<file path="config.mk">
export PLATFORM = sky130hd
export DESIGN_NAME = mem_port_arbiter_flat
export DESIGN_NICKNAME = d
export VERILOG_FILES = /design/src/rtl/mem_port_arbiter_if.sv /design/src/rtl/mem_port_arbiter.sv /design/src/flat_wrapper.sv
export SDC_FILE = /design/constraint.sdc
export NUM_CORES = 1
export LEC_CHECK = 0
export ABC_AREA = 1
export ABC_CLOCK_PERIOD_IN_PS = 1200
export CORE_AREA = 2 2 192 194
export CTS_CLUSTER_SIZE = 24
export DETAILED_ROUTE_END_ITERATION = 10
export DIE_AREA = 0 0 194 196
export MAX_ROUTING_LAYER = met4
export PLACE_DENSITY = 0.67
export REMOVE_ABC_BUFFERS = 1
export SETUP_SLACK_MARGIN = 0.02
export SYNTH_ARGS = -nofsm -noshare
export SYNTH_HDL_FRONTEND = slang
export SYNTH_SLANG_ARGS = --single-unit
</file>
<file path="constraint.sdc">
create_clock -name Clk -period 1.2 [get_ports Clk]
set_input_delay 0.24 -clock Clk [delete_from_list [all_inputs] [get_ports Clk]]
set_output_delay 0.24 -clock Clk [all_outputs]
set_load 0.005 [all_outputs]
</file>
<file path="src/rtl/mem_port_arbiter_if.sv">
// Signal bundle of the shared memory port: fetch side, data side and the memory itself.
// slave is the arbiter's view, master is the requester/memory environment's view.
interface mem_port_arbiter_if;
   logic        if_req;
   logic [63:0] if_addr;
   logic        if_ack;
   logic [31:0] if_rdata;

   logic        dm_req;
   logic        dm_we;
   logic [63:0] dm_addr;
   logic [63:0] dm_wdata;
   logic        dm_ack;
   logic [63:0] dm_rdata;
   logic        dm_err;

   logic [63:0] mem_addr;
   logic [63:0] mem_wdata;
   logic        mem_wr;
   logic [63:0] mem_rdata;

   logic        busy;

   modport slave (
      input  if_req, if_addr, dm_req, dm_we, dm_addr, dm_wdata, mem_rdata,
      output if_ack, if_rdata, dm_ack, dm_rdata, dm_err, mem_addr, mem_wdata, mem_wr, busy
   );

   modport master (
      output if_req, if_addr, dm_req, dm_we, dm_addr, dm_wdata, mem_rdata,
      input  if_ack, if_rdata, dm_ack, dm_rdata, dm_err, mem_addr, mem_wdata, mem_wr, busy
   );
endinterface

</file>
<file path="src/rtl/mem_port_arbiter.sv">
// Shares one 64-bit memory port between instruction fetch and load/store with
// fair alternation, a fixed memory latency and range checking of data addresses.
module mem_port_arbiter #(
   parameter int          MEM_LAT    = 1,
   parameter logic [63:0] DMEM_BYTES = 64'd2048
) (
   input  logic              Clk,
   input  logic              Reset,
   mem_port_arbiter_if.slave bus
);
   localparam int CNT_W = (MEM_LAT > 1) ? $clog2(MEM_LAT) : 1;
   localparam logic [CNT_W-1:0] CNT_LOAD = CNT_W'(MEM_LAT - 1);

   typedef enum logic [1:0] {IDLE, ACCESS, RESP} state_t;

   state_t           state_reg, state_next;
   logic             grant_dm_reg, grant_dm_next;
   logic             last_dm_reg, last_dm_next;
   logic [63:2]      addr_reg, addr_next;
   logic             we_reg, we_next;
   logic [63:0]      wdata_reg, wdata_next;
   logic [CNT_W-1:0] cnt_reg, cnt_next;
   logic             first_reg, first_next;
   logic             err_reg, err_next;
   logic [63:0]      word_reg, word_next;

   logic pick_dm;
   logic dm_range_err;
   logic if_ack;
   logic dm_ack;
   logic unused_addr_bits;

   // Byte-offset bits below the 32-bit half select carry no meaning here.
   assign unused_addr_bits = ^{bus.if_addr[1:0], bus.dm_addr[1:0]};

   assign pick_dm      = bus.dm_req && (!bus.if_req || !last_dm_reg);
   assign dm_range_err = (bus.dm_addr >= DMEM_BYTES);

   always_ff @(posedge Clk or negedge Reset) begin
      if (!Reset) begin
         state_reg    <= IDLE;
         grant_dm_reg <= 1'b0;
         last_dm_reg  <= 1'b1;
         addr_reg     <= '0;
         we_reg       <= 1'b0;
         wdata_reg    <= '0;
         cnt_reg      <= '0;
         first_reg    <= 1'b0;
         err_reg      <= 1'b0;
         word_reg     <= '0;
      end else begin
         state_reg    <= state_next;
         grant_dm_reg <= grant_dm_next;
         last_dm_reg  <= last_dm_next;
         addr_reg     <= addr_next;
         we_reg       <= we_next;
         wdata_reg    <= wdata_next;
         cnt_reg      <= cnt_next;
         first_reg    <= first_next;
         err_reg      <= err_next;
         word_reg     <= word_next;
      end
   end

   always_comb begin
      state_next    = state_reg;
      grant_dm_next = grant_dm_reg;
      last_dm_next  = last_dm_reg;
      addr_next     = addr_reg;
      we_next       = we_reg;
      wdata_next    = wdata_reg;
      cnt_next      = cnt_reg;
      first_next    = first_reg;
      err_next      = err_reg;
      word_next     = word_reg;

      case (state_reg)
         IDLE: begin
            if (bus.if_req || bus.dm_req) begin
               grant_dm_next = pick_dm;
               addr_next     = pick_dm ? bus.dm_addr[63:2] : bus.if_addr[63:2];
               we_next       = pick_dm && bus.dm_we;
               wdata_next    = pick_dm ? bus.dm_wdata : '0;
               err_next      = pick_dm && dm_range_err;
               cnt_next      = CNT_LOAD;
               first_next    = 1'b1;
               word_next     = '0;
               // Out-of-range data accesses never touch the memory.
               state_next    = (pick_dm && dm_range_err) ? RESP : ACCESS;
            end
         end
         ACCESS: begin
            first_next = 1'b0;
            if (cnt_reg == '0) begin
               word_next  = bus.mem_rdata;
               state_next = RESP;
            end else begin
               cnt_next = cnt_reg - 1'b1;
            end
         end
         RESP: begin
            last_dm_next = grant_dm_reg;
            state_next   = IDLE;
         end
         default: begin
            state_next = IDLE;
         end
      endcase
   end

   assign if_ack = (state_reg == RESP) && !grant_dm_reg;
   assign dm_ack = (state_reg == RESP) && grant_dm_reg;

   assign bus.busy      = (state_reg != IDLE);
   assign bus.mem_addr  = (state_reg == ACCESS) ? {addr_reg[63:3], 3'b000} : '0;
   assign bus.mem_wdata = (state_reg == ACCESS) ? wdata_reg : '0;
   // Strobe only in the first ACCESS cycle so a write commits exactly once.
   assign bus.mem_wr    = (state_reg == ACCESS) && first_reg && we_reg;

   assign bus.if_ack    = if_ack;
   assign bus.if_rdata  = if_ack ? (addr_reg[2] ? word_reg[63:32] : word_reg[31:0]) : '0;
   assign bus.dm_ack    = dm_ack;
   assign bus.dm_err    = dm_ack && err_reg;
   assign bus.dm_rdata  = (dm_ack && !we_reg && !err_reg) ? word_reg : '0;
endmodule
</file>
<file path="src/flat_wrapper.sv">
// flat-port wrapper written by rule: the top's interface ports become plain ports
module mem_port_arbiter_flat 
#(
   parameter int          MEM_LAT    = 1,
   parameter logic [63:0] DMEM_BYTES = 64'd2048
)
  (Clk, Reset, bus_if_req, bus_if_addr, bus_dm_req, bus_dm_we, bus_dm_addr, bus_dm_wdata, bus_mem_rdata, bus_if_ack, bus_if_rdata, bus_dm_ack, bus_dm_rdata, bus_dm_err, bus_mem_addr, bus_mem_wdata, bus_mem_wr, bus_busy);
  mem_port_arbiter_if bus_i ();
  input  logic Clk;
  input  logic Reset;
  input wire logic [$bits(bus_i.if_req)-1:0] bus_if_req;
  input wire logic [$bits(bus_i.if_addr)-1:0] bus_if_addr;
  input wire logic [$bits(bus_i.dm_req)-1:0] bus_dm_req;
  input wire logic [$bits(bus_i.dm_we)-1:0] bus_dm_we;
  input wire logic [$bits(bus_i.dm_addr)-1:0] bus_dm_addr;
  input wire logic [$bits(bus_i.dm_wdata)-1:0] bus_dm_wdata;
  input wire logic [$bits(bus_i.mem_rdata)-1:0] bus_mem_rdata;
  output wire logic [$bits(bus_i.if_ack)-1:0] bus_if_ack;
  output wire logic [$bits(bus_i.if_rdata)-1:0] bus_if_rdata;
  output wire logic [$bits(bus_i.dm_ack)-1:0] bus_dm_ack;
  output wire logic [$bits(bus_i.dm_rdata)-1:0] bus_dm_rdata;
  output wire logic [$bits(bus_i.dm_err)-1:0] bus_dm_err;
  output wire logic [$bits(bus_i.mem_addr)-1:0] bus_mem_addr;
  output wire logic [$bits(bus_i.mem_wdata)-1:0] bus_mem_wdata;
  output wire logic [$bits(bus_i.mem_wr)-1:0] bus_mem_wr;
  output wire logic [$bits(bus_i.busy)-1:0] bus_busy;
  assign bus_i.if_req = bus_if_req;
  assign bus_i.if_addr = bus_if_addr;
  assign bus_i.dm_req = bus_dm_req;
  assign bus_i.dm_we = bus_dm_we;
  assign bus_i.dm_addr = bus_dm_addr;
  assign bus_i.dm_wdata = bus_dm_wdata;
  assign bus_i.mem_rdata = bus_mem_rdata;
  assign bus_if_ack = bus_i.if_ack;
  assign bus_if_rdata = bus_i.if_rdata;
  assign bus_dm_ack = bus_i.dm_ack;
  assign bus_dm_rdata = bus_i.dm_rdata;
  assign bus_dm_err = bus_i.dm_err;
  assign bus_mem_addr = bus_i.mem_addr;
  assign bus_mem_wdata = bus_i.mem_wdata;
  assign bus_mem_wr = bus_i.mem_wr;
  assign bus_busy = bus_i.busy;
  mem_port_arbiter #(.MEM_LAT(MEM_LAT), .DMEM_BYTES(DMEM_BYTES)) u_core (.Clk(Clk), .Reset(Reset), .bus(bus_i));
endmodule
</file>
; ---- Yosys cells after proc, flatten, opt, wreduce, memory -nomap -nowiden
; Index checks and enable logic that the tools add are counted.
[op_classes]
order_cmp = 1
muxes = 19
add_sub_neg = 1
eq_ne = 4
n_reduce_logical = 24
[ops]
columns = op, count
row1 = 2-to-1 mux 64 bit, 6
row2 = one-hot mux 64 bit (2 select lines), 1
row3 = greater-or-equal comparator 64 x 12 -> 1 bit (second input constant), 1
row4 = 2-to-1 mux 32 bit, 2
row5 = 2-to-1 mux 62 bit, 1
row6 = logical AND 1 bit, 10
row7 = 2-to-1 mux 2 bit, 3
row8 = AND reduction 2 bit, 3
row9 = zero test 1 bit, 5
row10 = one-hot mux 1 bit (2 select lines), 2
row11 = one-hot mux 2 bit (2 select lines), 1
row12 = nonzero test 2 bit, 2
row13 = 2-to-1 mux 1 bit, 3
row14 = AND reduction 3 bit, 1
row15 = equality test 2 x 1 -> 1 bit (second input constant), 1
row16 = equality test 2 bit (second input constant), 1
row17 = zero test 2 bit, 1
row18 = logical OR 1 bit, 2
row19 = != test 2 x 1 -> 1 bit (second input constant), 1
row20 = != test 2 bit (second input constant), 1
row21 = subtractor 1 bit (second input constant), 1
[totals]
output_inout_bits = 229
elab_cells = 59
input_bits = 261
reg_bits = 198

; ---- Logic depth before layout (Yosys ltp)
; Gate-level depths: netlist (run 1).
[depth]
ltp_word = 7
ltp_mapped = 8
ltp_nobuf = 8

; ---- Worst setup path before layout (run 1)
; Ideal clock, no wire load.
[synth_path]
path_kind = reg2reg
start = register u_core.last_dm_reg
end = register u_core.addr_reg[53] (netlist name)
period_less_slack_ps = 1338
n_path_buf = 2
stages_incl_launch_ff = 8
arrival_ps = 1211
setup_slack_ps = -138
setup_time_ps = 126
required_ps = 1074
path_cell_list = dfstp_2 nand2_1 nand2_2 inv_2 buf_4 buf_2 o21ai_1 o22ai_1
[synth_via]
elab_chain_len = 4
[synth_rtl]
columns = item, line
row1 = "start, declared", mem_port_arbiter.sv:18  ; logic last_dm_reg, last_dm_next;
row2 = "start signal, assigned", mem_port_arbiter.sv:54  ; last_dm_reg <= last_dm_next;
row3 = zero test 1 bit, mem_port_arbiter.sv:36  ; assign pick_dm = bus.dm_req && (!bus.if_req || !last_dm_reg);
row4 = logical OR 1 bit, mem_port_arbiter.sv:36
row5 = logical AND 1 bit, mem_port_arbiter.sv:36
row6 = 2-to-1 mux 62 bit, mem_port_arbiter.sv:81  ; addr_next = pick_dm ? bus.dm_addr[63:2] : bus.if_addr[63:2];
row7 = "end signal, assigned", mem_port_arbiter.sv:55  ; addr_reg <= addr_next;
row8 = "end, declared", mem_port_arbiter.sv:19  ; logic [63:2] addr_reg, addr_next;
; No other way between the ends.
; A chain may end at the register's enable or synchronous reset.

; ---- Worst setup path after layout (run 1)
[layout_path]
start = register u_core.state_reg[0]
end = output port bus_dm_rdata[51]
[layout_via]
elab_chain_len = 5
[layout_rtl]
columns = item, line
row1 = "start, declared", mem_port_arbiter.sv:16  ; state_t state_reg, state_next;
row2 = "start signal, assigned", mem_port_arbiter.sv:52  ; state_reg <= state_next;
row3 = equality test 2 bit, mem_port_arbiter.sv:112  ; assign dm_ack = (state_reg == RESP) && grant_dm_reg;
row4 = logical AND 1 bit, mem_port_arbiter.sv:112
row5 = logical AND 1 bit (2 in a row), mem_port_arbiter.sv:124  ; assign bus.dm_rdata = (dm_ack && !we_reg && !err_reg) ? word_reg : '0;
row6 = 2-to-1 mux 64 bit, mem_port_arbiter.sv:124
row7 = "end, declared", flat_wrapper.sv:21  ; output wire logic [$bits(bus_i.dm_rdata)-1:0] bus_dm_rdata;
; No other way between the ends.

==> impl_metrics.xml, run 1 <==
<?xml version="1.0" encoding="UTF-8"?>
<metrics>
  <group name="status">
    <metric name="status" unit="">complete, but fails checks</metric>
    <metric name="violations" unit="">negative setup slack</metric>
  </group>
  <group name="grt">
    <metric name="grt_util_met2" unit="%">35.4</metric>
    <metric name="first_global_vias" unit="">11100</metric>
    <metric name="grt.overflow.total" unit="">0</metric>
    <metric name="grt_met3_usage" unit="%">4.13</metric>
    <metric name="wire_length_of_the_first_global_routing_pass" unit="mm">61.3</metric>
    <metric name="pin_count_of_the_biggest_net_entering_global_routing" unit="">65</metric>
    <metric name="grtUsageTotal" unit="%">21.3</metric>
    <metric name="grt_most_used_layer" unit="">met2</metric>
    <metric name="met1_layer_usage_reported_by_global_route" unit="%">25.9</metric>
    <metric name="antenna_violations_before_repair" unit="">0</metric>
  </group>
  <group name="clock_tree">
    <metric name="cts_max_level" unit="">4</metric>
    <metric name="tritoncts_num_sinks" unit="">197</metric>
    <metric name="cts_buffers" unit="">17</metric>
    <metric name="cts_root_buf" unit="">clkbuf_16</metric>
    <metric name="path_clk_slew" unit="ns">0.09</metric>
    <metric name="tritoncts" unit="">built</metric>
    <metric name="clock_tree.buffer_depth" unit="">2</metric>
    <metric name="worst_skew_pair.late_latency" unit="ns">0.44</metric>
  </group>
  <group name="floorplan">
    <metric name="placeable_core_area" unit="um^2">36100</metric>
    <metric name="io_pins" unit="">490</metric>
    <metric name="floorplan.die.width" unit="um">194</metric>
    <metric name="dieHeight" unit="um">196</metric>
    <metric name="initial_utilization" unit="%">27.0</metric>
    <metric name="placement_rows" unit="">70</metric>
    <metric name="design.die.area" unit="um^2">38000</metric>
  </group>
  <group name="logic_synthesis">
    <metric name="synth_top_area_cell" unit="">dfrtp_1</metric>
    <metric name="yosys_warnings" unit="">0</metric>
    <metric name="synth-seq-area-share" unit="%">50.6</metric>
    <metric name="synth-seq-cells" unit="">197</metric>
    <metric name="postSynthAreaPerCell" unit="um^2">7.52</metric>
    <metric name="netlist_top_cells_area" unit="">dfrtp_1 50%, nor2_1 13%, o21ai_0 7.9%</metric>
    <metric name="yosysTopAreaCellShare" unit="%">50.3</metric>
    <metric name="synth.lib_cells_used.distinct" unit="">24</metric>
    <metric name="syn-cell-area" unit="um^2">9750</metric>
    <metric name="postSynthCellCount" unit="">1297</metric>
  </group>
  <group name="timing">
    <metric name="final-setup-viol-count" unit="">422</metric>
    <metric name="timing.fmax" unit="GHz">0.432</metric>
    <metric name="tightestPinTransition" unit="ns">0.696</metric>
    <metric name="timing.final.ws_setup" unit="ns">-1.12</metric>
    <metric name="final.min_clock_period" unit="ns">2.32</metric>
    <metric name="finalSetupTns" unit="ns">-272.05</metric>
    <metric name="period_utilization" unit="%">193</metric>
    <metric name="max_slew_margin" unit="%">53.6</metric>
    <metric name="final-hold-violation-count" unit="">0</metric>
    <metric name="slew_violations" unit="">0</metric>
    <metric name="grt_setup_unrepaired" unit="">yes</metric>
    <metric name="finalHoldWorstSlack" unit="ns">0.302</metric>
    <metric name="finClkSkew" unit="ns">0.0132</metric>
  </group>
  <group name="hold_path">
    <metric name="timing.hold.worst.class" unit="">in -&gt; async</metric>
  </group>
  <group name="detailed_routing">
    <metric name="drt_drc_violations_left" unit="">0</metric>
    <metric name="viasPerCell" unit="">4.60</metric>
    <metric name="postRouteWirelength" unit="mm">40.7</metric>
    <metric name="firstDrtPassIters" unit="">5</metric>
    <metric name="wl_per_cell" unit="um">17.2</metric>
    <metric name="route.vias.total" unit="">10900</metric>
    <metric name="detailedRoute.firstIterationViolations" unit="">480</metric>
    <metric name="antenna_left" unit="">0</metric>
  </group>
  <group name="worst_setup_path">
    <metric name="critPathArrivalTime" unit="ns">2.08</metric>
    <metric name="cp_data_required_time" unit="ns">0.96</metric>
    <metric name="critical_path_peak_fanout" unit="">32</metric>
    <metric name="start_kind" unit="">flop</metric>
    <metric name="path_class" unit="">reg -&gt; out</metric>
    <metric name="r2r_setup_slack" unit="ns">-0.72</metric>
    <metric name="startpoint_of_the_worst_slack_reg_to_reg_timing_path" unit="">u_core.state_reg[1]$_DFFE_PN0P_</metric>
    <metric name="critical_path.endpoint_type" unit="">output port</metric>
    <metric name="rr_endpoint" unit="">u_core.word_reg[14]$_DFFE_PN0P_</metric>
    <metric name="r2r_cells" unit="">6</metric>
  </group>
  <group name="power_and_ir_drop">
    <metric name="pwr-share-seq" unit="%">30.8</metric>
    <metric name="internal_power" unit="mW">20.4</metric>
    <metric name="power.leakage" unit="nW">7.85</metric>
    <metric name="netSwitchingFraction" unit="%">40.8</metric>
    <metric name="p_comb_share" unit="%">52.2</metric>
    <metric name="power.clock.fraction" unit="%">17.1</metric>
    <metric name="power-per-cell-area" unit="nW/um^2">2010</metric>
    <metric name="worst_ir_drop_on_vdd" unit="uV">1020</metric>
    <metric name="switchingPower" unit="mW">14.1</metric>
  </group>
  <group name="cells_and_area">
    <metric name="multiInputGateArea" unit="um^2">4190</metric>
    <metric name="n_antenna_cell" unit="">0</metric>
    <metric name="final-seq-area" unit="um^2">4930</metric>
    <metric name="layout-drive-gt1-share" unit="%">28.8</metric>
    <metric name="nFillCells" unit="">3437</metric>
    <metric name="areaGrowthSynthToFinish" unit="%">75.8</metric>
    <metric name="fin_nets" unit="">2151</metric>
  </group>
  <group name="placement">
    <metric name="dp.final_hpwl" unit="mm">28.3</metric>
    <metric name="buffer_ports.inserted" unit="">482</metric>
    <metric name="dp_worst_setup_slack" unit="ns">-0.782</metric>
    <metric name="place_congestion" unit="">0.907</metric>
  </group>
  <group name="flow_run">
    <metric name="max_cap_violations" unit="">0</metric>
  </group>
</metrics>
==> what timing repair did <==
action / 4_1_cts / 5_1_grt
pin swaps: 3 / 1
buffers inserted: 24 / 6
hold buffers: 1 / 0
resized for setup: 583 / 308
gates cloned: 10 / 2
endpoints found under the setup margin: 422 / 422
endpoints found under the hold margin: 21 / 0
==> layer usage <==
layer	vias up	wire length, um
met4	0	1080
met3	51	2610
met1	5125	16700
met5	-	0
met2	469	20300
li1	5251	-
==> power by group through the flow <==
stage | sequential, mW | combinational [mW] | clock [mW]
final | 10.6 | 18.0 | 5.88
after CTS | 10.6 | 17.2 | 6.06
after global routing | 10.9 | 19.7 | 6.37
after floorplan | 10.0 | 5.47 | 0
after detailed placement | 10.7 | 15.2 | 0
after global placement | 10.6 | 15.0 | 0
==> how the worst max path moves through the flow <==
stage,start,end,slack [ns]
floorplan,u_core.state_reg[1]$_DFFE_PN0P_,bus_mem_wr,-3.24
global placement,u_core.state_reg[1]$_DFFE_PN0P_,bus_mem_wdata[57],-0.76
detailed placement,u_core.state_reg[1]$_DFFE_PN0P_,bus_mem_wdata[57],-0.78
CTS,u_core.state_reg[0]$_DFFE_PN0P_,bus_dm_rdata[51],-1.13
global route,u_core.state_reg[0]$_DFFE_PN0P_,bus_dm_rdata[32],-1.20
finish,u_core.state_reg[0]$_DFFE_PN0P_,bus_dm_rdata[51],-1.12
==> kinds of logic (layout without fill, tap and decap cells) <==
group / after synthesis / in the layout / synth area share [%]
buf+inv: 295 / 899 / 12.8
flops: 197 / 197 / 50.6
simple gates: 515 / 515 / 21.0
other cells: 1 / 3 / 0.0385
compound gates: 289 / 289 / 15.6
==> worst max-delay path, stage by stage (launching register included) <==
cell and delay [ns]:
dfrtp_1 0.37, inv_2 0.08, nand2_4 0.07, nor2_4 0.11
nand3_4 0.13, buf_12 0.20, nor2_1 0.14, clkdlybuf4s50_1 0.52
==> placed cells by master (no fill, tap or decap), types with 15 or more instances in the layout <==
| cell type | instances |
|---|---|
| clkdlybuf4s50_1 | 268 |
| nor2_1 | 221 |
| dfrtp_1 | 195 |
| inv_1 | 194 |
| o21ai_0 | 153 |
| buf_4 | 138 |
| buf_2 | 90 |
| nand2_1 | 89 |
| nor2_2 | 79 |
| nand3_1 | 66 |
| clkbuf_2 | 64 |
| o22ai_1 | 61 |
| nor2_4 | 53 |
| o21ai_1 | 42 |
| a21oi_1 | 33 |
| clkdlybuf4s15_2 | 27 |
| buf_12 | 27 |
| clkbuf_16 | 18 |
| dlygate4sd2_1 | 15 |
==> layout make-up <==
type / count / share of cell area [%]
Multi-Input combinational cell: 807 / 24.4
Clock buffer: 18 / 2.56
Tap cell: 468 / 3.42
Timing Repair inverter: 1 / 0.0949
Clock inverter: 14 / 0.883
Timing Repair Buffer: 665 / 35.3
Sequential cell: 197 / 28.8
Inverter: 201 / 4.51
==> cell usage after synthesis <==
master / count
buf_4: 12
o21ai_0: 153
dfrtp_1: 196
nand2_1: 90
conb_1: 1
inv_2: 5
buf_1: 1
nor3_1: 2
or2_2: 1
a21oi_1: 33
o22ai_1: 61
o21ai_1: 42
clkbuf_1: 28
nand3_1: 66
nor2_4: 1
nand2_2: 1
dfstp_2: 1
nor2_2: 2
nand3_2: 1
nor2_1: 350
buf_2: 48
nand4_1: 1
inv_1: 196
buf_6: 5
==> through the flow <==
step / instances / utilization [%] / total power, mW / cell area (um^2)
2_1_floorplan: 1205 / - / 15.5 / 9260
3_3_place_gp: 2296 / 44.2 / 25.6 / 16000
3_5_place_dp: 2296 / 44.2 / 25.9 / 16000
4_1_cts: 2363 / 47.5 / 33.9 / 17100
5_1_grt: 2371 / 47.5 / 36.9 / 17100
6_report: 2371 / 47.5 / 34.5 / 17100
Note: power is estimated with default switching activity, not from simulation.
==> inputs of run 2 (changes only) <==
- SLEW_MARGIN: not set -> 20
==> results of run 2 <==
Same layout as run 1: the final DEF is identical, and so are final timing and power.
==> inputs of run 3 (changes only) <==
- ABC_AREA: 1 -> 0
- CORE_AREA: 2 2 192 194 -> 2 2 190 192
- DIE_AREA: 0 0 194 196 -> 0 0 192 194
- PLACE_DENSITY: 0.67 -> 0.68
==> run 3 against run 2 <==
Net effect: the flow still finishes with violations (negative setup slack); utilization up 2.8 points; maximum frequency fell by 2.7%; clock skew is 0.0031 ns lower; global-route usage decreased by 2.1 points; clock power up 2%; sequential share of layout area down 0.92 points; synthesized cell count is 31% lower; critical path type unchanged; highest routed layer unchanged.
==> impl_metrics.xml, run 3 <==
<?xml version="1.0" encoding="UTF-8"?>
<metrics>
  <group name="status">
    <metric name="status" unit="">complete, but fails checks</metric>
    <metric name="violations" unit="">negative setup slack</metric>
  </group>
  <group name="worst_setup_path">
    <metric name="startpoint_of_the_worst_slack_reg_to_reg_timing_path" unit="">u_core.state_reg[0]$_DFFE_PN0P_</metric>
    <metric name="worstSetupStartpoint" unit="">u_core.state_reg[0]$_DFFE_PN0P_</metric>
    <metric name="critical_path.endpoint_type" unit="">output port</metric>
    <metric name="critical_path_peak_fanout" unit="">8</metric>
    <metric name="critPathArrivalTime" unit="ns">2.14</metric>
    <metric name="cp_data_required_time" unit="ns">0.96</metric>
    <metric name="start_kind" unit="">flop</metric>
    <metric name="path_class" unit="">reg -&gt; out</metric>
  </group>
  <group name="floorplan">
    <metric name="placement_rows" unit="">69</metric>
    <metric name="io_pins" unit="">490</metric>
    <metric name="placeable_core_area" unit="um^2">35200</metric>
    <metric name="design.die.area" unit="um^2">37200</metric>
    <metric name="dieHeight" unit="um">194</metric>
    <metric name="initial_utilization" unit="%">27.2</metric>
    <metric name="floorplan.die.width" unit="um">192</metric>
  </group>
  <group name="grt">
    <metric name="grt_util_met2" unit="%">31.6</metric>
    <metric name="grtUsageTotal" unit="%">19.1</metric>
    <metric name="first_global_vias" unit="">9502</metric>
    <metric name="grt.overflow.total" unit="">0</metric>
    <metric name="antenna_violations_before_repair" unit="">0</metric>
    <metric name="pin_count_of_the_biggest_net_entering_global_routing" unit="">65</metric>
    <metric name="met1_layer_usage_reported_by_global_route" unit="%">22.2</metric>
    <metric name="grt_met3_usage" unit="%">5.00</metric>
    <metric name="grt_most_used_layer" unit="">met2</metric>
    <metric name="wire_length_of_the_first_global_routing_pass" unit="mm">53.4</metric>
  </group>
  <group name="timing">
    <metric name="period_utilization" unit="%">198</metric>
    <metric name="finalHoldWorstSlack" unit="ns">0.224</metric>
    <metric name="finalSetupTns" unit="ns">-286.25</metric>
    <metric name="finClkSkew" unit="ns">0.0101</metric>
    <metric name="final-hold-violation-count" unit="">0</metric>
    <metric name="timing.fmax" unit="GHz">0.420</metric>
    <metric name="grt_setup_unrepaired" unit="">yes</metric>
    <metric name="final-setup-viol-count" unit="">422</metric>
    <metric name="timing.final.ws_setup" unit="ns">-1.18</metric>
    <metric name="slew_violations" unit="">0</metric>
    <metric name="final.min_clock_period" unit="ns">2.38</metric>
  </group>
  <group name="cells_and_area">
    <metric name="areaGrowthSynthToFinish" unit="%">84.5</metric>
    <metric name="final_cell_mix" unit="">278 x clkdlybuf4s50_1, 194 x dfrtp_1, 149 x buf_4</metric>
    <metric name="postLayoutCoreUtil" unit="%">50.3</metric>
    <metric name="post-route-cell-area" unit="um^2">17700</metric>
    <metric name="n_antenna_cell" unit="">0</metric>
    <metric name="layout_commonest_cell" unit="">clkdlybuf4s50_1</metric>
    <metric name="fin_nets" unit="">1803</metric>
    <metric name="layout-drive-gt1-share" unit="%">33.4</metric>
    <metric name="finalNonFillerCells" unit="">2016</metric>
  </group>
  <group name="placement">
    <metric name="dp_worst_setup_slack" unit="ns">-1.02</metric>
    <metric name="place_inst" unit="">1916</metric>
    <metric name="place_congestion" unit="">0.899</metric>
    <metric name="dp.final_hpwl" unit="mm">26.2</metric>
    <metric name="detailed_place.area" unit="um^2">16100</metric>
    <metric name="buffer_ports.inserted" unit="">482</metric>
  </group>
  <group name="logic_synthesis">
    <metric name="synth.lib_cells_used.distinct" unit="">31</metric>
    <metric name="postSynthAreaPerCell" unit="um^2">10.7</metric>
    <metric name="most_frequently_used_cell_type_in_the_post_synthesis_netlist" unit="">dfrtp_1</metric>
    <metric name="yosysTopAreaCellShare" unit="%">51.1</metric>
    <metric name="netlist_top_cells_area" unit="">dfrtp_1 51%, and2_1 12%, a22o_1 12%</metric>
    <metric name="synth-seq-cells" unit="">197</metric>
    <metric name="synth_flop_cell" unit="">dfrtp_1</metric>
    <metric name="synth_top_area_cell" unit="">dfrtp_1</metric>
    <metric name="yosys_warnings" unit="">0</metric>
    <metric name="ys_async_sr_fraction" unit="%">100</metric>
    <metric name="synth-seq-area-share" unit="%">51.4</metric>
    <metric name="postSynthCellCount" unit="">894</metric>
    <metric name="syn-cell-area" unit="um^2">9600</metric>
    <metric name="synth-edff-count" unit="">0</metric>
    <metric name="synth_commonest_cells" unit="">196 x dfrtp_1, 191 x and2_1, 129 x a22o_1, 95 x mux2i_1, 63 x nand2_1</metric>
  </group>
  <group name="clock_tree">
    <metric name="cts_root_buf" unit="">clkbuf_16</metric>
    <metric name="clock_tree.buffer_depth" unit="">2</metric>
    <metric name="worst_skew_pair.late_latency" unit="ns">0.44</metric>
    <metric name="cts_buffers" unit="">17</metric>
    <metric name="tritoncts_num_sinks" unit="">197</metric>
    <metric name="tritoncts" unit="">built</metric>
    <metric name="path_clk_slew" unit="ns">0.08</metric>
    <metric name="cts_max_level" unit="">4</metric>
  </group>
  <group name="detailed_routing">
    <metric name="antenna_left" unit="">0</metric>
    <metric name="firstDrtPassIters" unit="">5</metric>
    <metric name="route.vias.total" unit="">9451</metric>
    <metric name="detailedRoute.firstIterationViolations" unit="">362</metric>
    <metric name="drt_drc_violations_left" unit="">0</metric>
    <metric name="viasPerCell" unit="">4.69</metric>
    <metric name="postRouteWirelength" unit="mm">39.2</metric>
    <metric name="wl_per_cell" unit="um">19.4</metric>
  </group>
  <group name="power_and_ir_drop">
    <metric name="power-per-cell-area" unit="nW/um^2">1780</metric>
    <metric name="worst_ir_drop_on_vdd" unit="uV">1010</metric>
    <metric name="total_power" unit="mW">31.5</metric>
    <metric name="power.leakage" unit="nW">8.99</metric>
  </group>
  <group name="hold_path">
    <metric name="timing.hold.worst.class" unit="">in -&gt; reg</metric>
    <metric name="timing.hold.worst.start" unit="">bus_dm_addr[33]</metric>
  </group>
  <group name="flow_run">
    <metric name="max_cap_violations" unit="">0</metric>
  </group>
</metrics>
run 3: changes by cell type after synthesis, moves of 27 or more:
| cell | previous run | this run |
|---|---|---|
| inv_1 | 196 | 3 |
| o21ai_0 | 153 | 13 |
| nand3_1 | 66 | 0 |
| a22o_1 | 0 | 129 |
| nand2_1 | 90 | 63 |
| a21oi_1 | 33 | 0 |
| and2_1 | 0 | 191 |
| nor2_1 | 350 | 39 |
| mux2i_1 | 0 | 95 |
| o22ai_1 | 61 | 0 |
run 3: kinds of logic after synthesis:
logic type	count (synthesis)	synth area share, %
DFF	197	51.4
buffers and inverters	84	4.85
other	1	0.0391
and+or+nand+nor	320	18.3
AOI/OAI and AO/OA	197	15.5
muxes	95	9.91
run 3: path summary, 6_finish.rpt:
| path | to | slack (ns) | depth (start not counted) |
|---|---|---|---|
| max in group asynchronous | u_core.addr_reg[21]$_DFFE_PN0P_ | 0.37 | 3 |
| max reg2reg | u_core.wdata_reg[33]$_DFFE_PN0P_ | -0.53 | 7 |
| min in group asynchronous | u_core.word_reg[11]$_DFFE_PN0P_ | 0.24 | 2 |
| min | u_core.addr_reg[33]$_DFFE_PN0P_ | 0.22 | 3 |
| max | bus_dm_rdata[36] | -1.18 | 10 |
| min reg2reg | u_core.addr_reg[51]$_DFFE_PN0P_ | 0.48 | 2 |
run 3: area by class of cell:
type / count / area (um^2)
Clock buffer: 17 / 425
Clock inverter: 15 / 185
Fill cell: 3109 / 17500
Inverter: 4 / 17.5
Multi-Input combinational cell: 615 / 4610
Sequential cell: 197 / 4930
Tap cell: 461 / 577
Timing Repair Buffer: 707 / 6960
run 3: repair_timing:
action                                  CTS  global route
pin swaps                                 5            49
buffers inserted                         11            41
cloned                                    5            14
hold endpoints to repair                 84             0
hold buffers                              1             0
endpoints found under the setup margin  421           422
resized for setup                       249           474
run 3: power by group:
group	switching, mW	internal, mW	total, mW
Sequential	1.81	9.36	11.2
Clock	2.99	3.01	6.00
Combinational	6.23	8.12	14.4
Total	11.0	20.5	31.5
run 3: per-layer routing:
metal	up-vias	share of wire (%)
met3	69	8.3
met2	451	50
met5	-	0
li1	4402	-
met1	4529	38
met4	0	3.2
run 3: worst max-delay path: stages, from the launching register on:
cell and delay (ns):
dfrtp_1 0.41, nand3b_1 0.23, nor3_4 0.17, buf_6 0.15, buf_4 0.11, buf_6 0.08, buf_6 0.09, buf_12 0.13
buf_6 0.10, and2_4 0.14, buf_6 0.09
